==> src/rtl/div_iter.sv <==
// Iterative radix-2 restoring divider, one quotient bit per clock.
// Returns {remainder, quotient}; signed mode works on magnitudes and fixes up signs at the end.
module div_iter #(
    parameter int unsigned WIDTH = 32
) (
    input  logic                 clk,
    input  logic                 rst,
    input  logic                 signed_div_i,
    input  logic [WIDTH-1:0]     opdata1_i,
    input  logic [WIDTH-1:0]     opdata2_i,
    input  logic                 start_i,
    input  logic                 annul_i,
    output logic [2*WIDTH-1:0]   result_o,
    output logic                 ready_o
);

    localparam int unsigned CntW = $clog2(WIDTH);
    localparam logic [CntW-1:0] CntLast = CntW'(WIDTH - 1);

    typedef enum logic [1:0] {StFree, StByZero, StOn, StEnd} state_e;

    state_e              state_q, state_d;
    logic [CntW-1:0]     cnt_q, cnt_d;
    logic [WIDTH-1:0]    dvd_q, dvd_d;     // dividend shifting out, quotient shifting in
    logic [WIDTH-1:0]    dsr_q, dsr_d;
    logic [WIDTH-1:0]    rem_q, rem_d;
    logic                sgn_q, sgn_d;
    logic                dvd_neg_q, dvd_neg_d;
    logic                dsr_neg_q, dsr_neg_d;
    logic [2*WIDTH-1:0]  result_q, result_d;
    logic                ready_q, ready_d;

    logic [WIDTH-1:0]    mag1, mag2;
    logic [WIDTH:0]      trial;
    logic [WIDTH-1:0]    quot_fix, rem_fix;

    // 0x80000000 negates to itself, which reads correctly as unsigned 2^31.
    assign mag1 = (signed_div_i && opdata1_i[WIDTH-1]) ? -opdata1_i : opdata1_i;
    assign mag2 = (signed_div_i && opdata2_i[WIDTH-1]) ? -opdata2_i : opdata2_i;

    assign trial    = {rem_q, dvd_q[WIDTH-1]} - {1'b0, dsr_q};
    assign quot_fix = (sgn_q && (dvd_neg_q != dsr_neg_q)) ? -dvd_q : dvd_q;
    assign rem_fix  = (sgn_q && dvd_neg_q) ? -rem_q : rem_q;

    always_comb begin
        state_d   = state_q;
        cnt_d     = cnt_q;
        dvd_d     = dvd_q;
        dsr_d     = dsr_q;
        rem_d     = rem_q;
        sgn_d     = sgn_q;
        dvd_neg_d = dvd_neg_q;
        dsr_neg_d = dsr_neg_q;
        result_d  = '0;
        ready_d   = 1'b0;

        unique case (state_q)
            StFree: begin
                if (start_i && !annul_i) begin
                    if (opdata2_i == '0) begin
                        state_d = StByZero;
                    end else begin
                        state_d   = StOn;
                        dvd_d     = mag1;
                        dsr_d     = mag2;
                        sgn_d     = signed_div_i;
                        dvd_neg_d = opdata1_i[WIDTH-1];
                        dsr_neg_d = opdata2_i[WIDTH-1];
                        rem_d     = '0;
                        cnt_d     = '0;
                    end
                end
            end
            StByZero: begin
                state_d = StEnd;
                dvd_d   = '0;
                rem_d   = '0;
                sgn_d   = 1'b0;
            end
            StOn: begin
                if (annul_i) begin
                    state_d = StFree;
                end else begin
                    rem_d = trial[WIDTH] ? {rem_q[WIDTH-2:0], dvd_q[WIDTH-1]} : trial[WIDTH-1:0];
                    dvd_d = {dvd_q[WIDTH-2:0], ~trial[WIDTH]};
                    cnt_d = cnt_q + CntW'(1);
                    if (cnt_q == CntLast) begin
                        state_d = StEnd;
                    end
                end
            end
            StEnd: begin
                if (start_i && !annul_i) begin
                    ready_d  = 1'b1;
                    result_d = {rem_fix, quot_fix};
                end else begin
                    state_d = StFree;
                end
            end
            default: state_d = StFree;
        endcase
    end

    always_ff @(posedge clk) begin
        if (rst) begin
            state_q   <= StFree;
            cnt_q     <= '0;
            dvd_q     <= '0;
            dsr_q     <= '0;
            rem_q     <= '0;
            sgn_q     <= 1'b0;
            dvd_neg_q <= 1'b0;
            dsr_neg_q <= 1'b0;
            result_q  <= '0;
            ready_q   <= 1'b0;
        end else begin
            state_q   <= state_d;
            cnt_q     <= cnt_d;
            dvd_q     <= dvd_d;
            dsr_q     <= dsr_d;
            rem_q     <= rem_d;
            sgn_q     <= sgn_d;
            dvd_neg_q <= dvd_neg_d;
            dsr_neg_q <= dsr_neg_d;
            result_q  <= result_d;
            ready_q   <= ready_d;
        end
    end

    assign result_o = result_q;
    assign ready_o  = ready_q;

endmodule

==> config.mk <==
export PLATFORM = sky130hd
export DESIGN_NAME = div_iter
export DESIGN_NICKNAME = d
export VERILOG_FILES = /design/src/rtl/div_iter.sv
export SDC_FILE = /design/constraint.sdc
export NUM_CORES = 1
export LEC_CHECK = 0
export ABC_AREA = 1
export ABC_CLOCK_PERIOD_IN_PS = 3200
export BUFFER_PORTS_ARGS = -buffer_cell sky130_fd_sc_hd__buf_2
export CAP_MARGIN = 15
export CORE_MARGIN = 2
export CORE_UTILIZATION = 60
export CTS_CLUSTER_SIZE = 25
export DETAILED_ROUTE_END_ITERATION = 10
export PLACE_DENSITY = 0.82
export SLEW_MARGIN = 20
export SYNTH_ARGS = -nofsm -noshare
export SYNTH_HDL_FRONTEND = slang
export SYNTH_SLANG_ARGS = --single-unit
export TNS_END_PERCENT = 10
==> constraint.sdc <==
create_clock -name clk -period 3.2 [get_ports clk]
set_input_delay 0.8 -clock clk [delete_from_list [all_inputs] [get_ports clk]]
set_output_delay 0.8 -clock clk [all_outputs]
set_load 0.005 [all_outputs]
==> flow_metrics.tcl <==
set metrics [dict create \
    grt_pass1_vias 12000 \
    fp.coreArea_um2 20200 \
    period_needed_ns 2.86 \
    dp_worst_setup_slack_ns 0.396 \
    critical_path.top_delay_family "simple AND/OR/NAND/NOR gates" \
    cap_viol_max_count 0 \
    syn_avg_cell_area_um2 6.25 \
    synth_top_area_cell "dfxtp_1" \
    cts.sinks 171 \
    numPortBuffers 133 \
    synth_top_area_share_pct 27.7 \
    timing.clock.skew_ns 0.00905 \
    design_power_total_mw 8.45 \
    outcome "finished clean" \
    ys_seq_elements 171 \
    drt_first_pass_iters 6 \
    root_buffer "clkbuf_16" \
    slew_viol_final 0 \
    main_synth_ff_type "dfxtp_1" \
    ff_latch_area_um2 3420 \
    synth.cells.most_frequent "nand2_1 (481), inv_1 (288), nor2_1 (188), a21oi_1 (180), dfxtp_1 (171)" \
    path_class "register to register" \
    die_h_um 147 \
    number_of_enable_flip_flop_cells_after_synthesis 0 \
    layout_worst_path_cycle_share_pct 89.3 \
    async_sr_flop_fraction_pct 0 \
    gp_congestion 0.987 \
    die_area_um2 21700 \
    holdBufCountCts 0 \
    final_layout_size_suffix_gt1_share_pct 13.8 \
    setup_total_negative_slack_ns 0 \
    maximum_number_of_pins_on_one_net_before_global_route_repair 61 \
    final_util_pct 68.0 \
    drt_first_iter_violations 1300 \
    ios 134 \
    grt_util_all_layers_pct 34.2 \
    cp_data_required_time_ns 3.50 \
    relSlewSlack_pct 48.4 \
    cts_made_buffers 17 \
    critical-path-top-cell-by-count "nand2_4" \
    dp_hpwl_um 28700 \
    hold_viol 0 \
    ys_seq_area_share_pct 27.7 \
    synth_top_cells_by_area "dfxtp_1 (28%), nand2_1 (15%), inv_1 (8.8%)" \
    post-route-worst-setup-slack_ns 0.341 \
    yosys_warnings 0 \
    antenna_cells_inserted 0 \
    mappedNetlistArea_um2 12300 \
    synthMostInstantiatedCell "nand2_1" \
    critical_path.max_fanout 22 \
    detail_route.wirelength_um 37100 \
    via_per_inst 5.53 \
    initial_core_util_pct 61.0 \
    startpoint_of_the_tightest_hold_check_path "dsr_neg_q$_SDFFE_PP0P_" \
    avgRoutedWirePerCell_um 15.7 \
    max_freq_ghz 0.350 \
    antenna_violating_nets_post_route 0 \
    data_arrival_time_of_the_worst_path_ns 3.16 \
    worstSetupEndpointType "register" \
    drcViolationCount 0 \
    floorplan.rows 52 \
    crit-reg2reg-launch "dvd_q[31]$_SDFFE_PP0P_" \
    total_of_endpoints_with_negative_setup_slack_in_the_final_report 0 \
    critical_path.n_buffers_inverters 2 \
    grt_setup_unrepaired "false" \
    via_count 13100 \
    layoutNonFillerInstCount 2365 \
    count_of_unique_library_cells_instantiated_by_yosys 49 \
    chipWidth_um 147 \
    first_pass_grt_wire_length_um 59500 \
    place.detailed.instances 2333 \
    multi_input_gate_area_in_the_final_layout_um2 7480 \
    final_net_count 2195 \
    hold_slack_ns 0.495 \
    critPathLaunchType "register" \
    cts.clk_slew.worst_paths_ns 0.07 \
    flow.area_growth_from_synthesis_pct 11.5 \
    timing.hold.worst.class "register to register" \
    cts_post_setup_buffers_inserted 0 \
    fillCellCount 1872 \
    worst_setup_path_startpoint "dvd_q[31]$_SDFFE_PP0P_" \
    tritoncts "yes" \
    worstMarginPinSlew_ns 0.773 \
    detailed_place.area_um2 13200 \
    final_cell_area_um2 13800 \
    crit_path_top_delay_cell "nand2_4" \
    htree_num_levels 4 \
    ordered_list_of_cells_on_the_worst_path "inv_1 -> ha_1 -> fa_1 -> inv_1 -> nand2_1 -> nand2_1 -> nand3_2 -> nand2_4 -> nand2_4 -> nand2_4 -> nand2_4 -> nand2_4 -> nand2_4 -> nand2_4 -> nand2_1 -> nand3_1 -> a21oi_1" \
    net_count_after_synthesis 2089 \
    worst_path_largest_cell_delay_ns 0.43 \
    power_density_nw_per_um2 614 \
    irDropWorstVdd_v 0.000429 \
    grt_overflow_total 0 \
    initial_antenna_violation_count 0 \
    clock_latency_ns 0.45 \
    ctsResizeCount 0 \
    leakagePower_nw 6.95 \
    cts.path.max_buffers 2 \
    synthCells 1976 \
]
==> sequential cells by signal, summed over array words and instances (netlist names), 2 cells and up <==
register and cells:
result_o 64, dsr_q 32, dvd_q 32, rem_q 32
cnt_q 5, state_q 2
==> cells by family after synthesis <==
| family | after synthesis | share of synthesized area (%) |
|---|---|---|
| AND/OR/NAND/NOR | 969 | 35.6 |
| XOR/XNOR | 44 | 3.12 |
| buffers and inverters | 361 | 11.8 |
| adder cells (fa/ha/maj) | 44 | 4.52 |
| AO/OA/AOI/OAI | 387 | 17.2 |
| flip-flops | 171 | 27.7 |
==> worst min-delay path: cells and delay by family, from the launching register on <==
kind | cells | cell delay, ns
AOI/OAI and AO/OA | 1 | 0.06
DFF | 1 | 0.33
and+or+nand+nor | 1 | 0.07
==> routing by layer <==
layer  track usage (%)  share of wire [%]  up-vias
met5                 0                  0        -
met4              18.4                5.6        0
met3              4.94                6.3       98
met2              56.3                 46      531
met1              43.5                 42     5868
li1                  -                  -     6589
==> power by group <==
part / internal (mW) / switching, mW / total (mW)
registers: 2.38 / 0.262 / 2.64
clock network: 1.19 / 0.999 / 2.19
logic: 1.09 / 2.53 / 3.62
total: 4.66 / 3.79 / 8.45
==> final timing paths <==
path	cells past startpoint	end	slack [ns]
hold reg to reg	2	dsr_neg_q$_SDFFE_PP0P_	0.50
setup / recovery	17	rem_q[31]$_SDFFE_PP0P_	0.34
setup reg to reg	17	rem_q[31]$_SDFFE_PP0P_	0.34
hold / removal	2	dsr_neg_q$_SDFFE_PP0P_	0.50
==> final cells by class <==
type                    instances  area share, %
clock buffers                  18           3.12
clock inverters                14           1.27
inverters                     299           8.16
multi-input cells            1444           54.3
flip-flops and latches        171           24.9
well taps                     270           2.45
repair buffers                149           5.80
==> placed cells by master (no fill, tap or decap), drive strengths merged <==
cell and count:
a21o 1, a21oi 202, a22oi 1, a31oi 8
and2 4, and3 3, buf 149, bufinv 2
clkbuf 18, clkinv 3, clkinvlp 2, dfxtp 171
fa 1, ha 43, inv 306, nand2 517
nand3 169, nand3b 17, nand4 19, nor2 194
nor3 38, nor3b 1, nor4 3, o211ai 3
o21a 6, o21ai 147, o21bai 4, o22ai 6
o311ai 1, o31ai 7, o32ai 1, or2 4
xnor2 16, xor2 28
No activity file was read; power rests on OpenSTA's default activity.
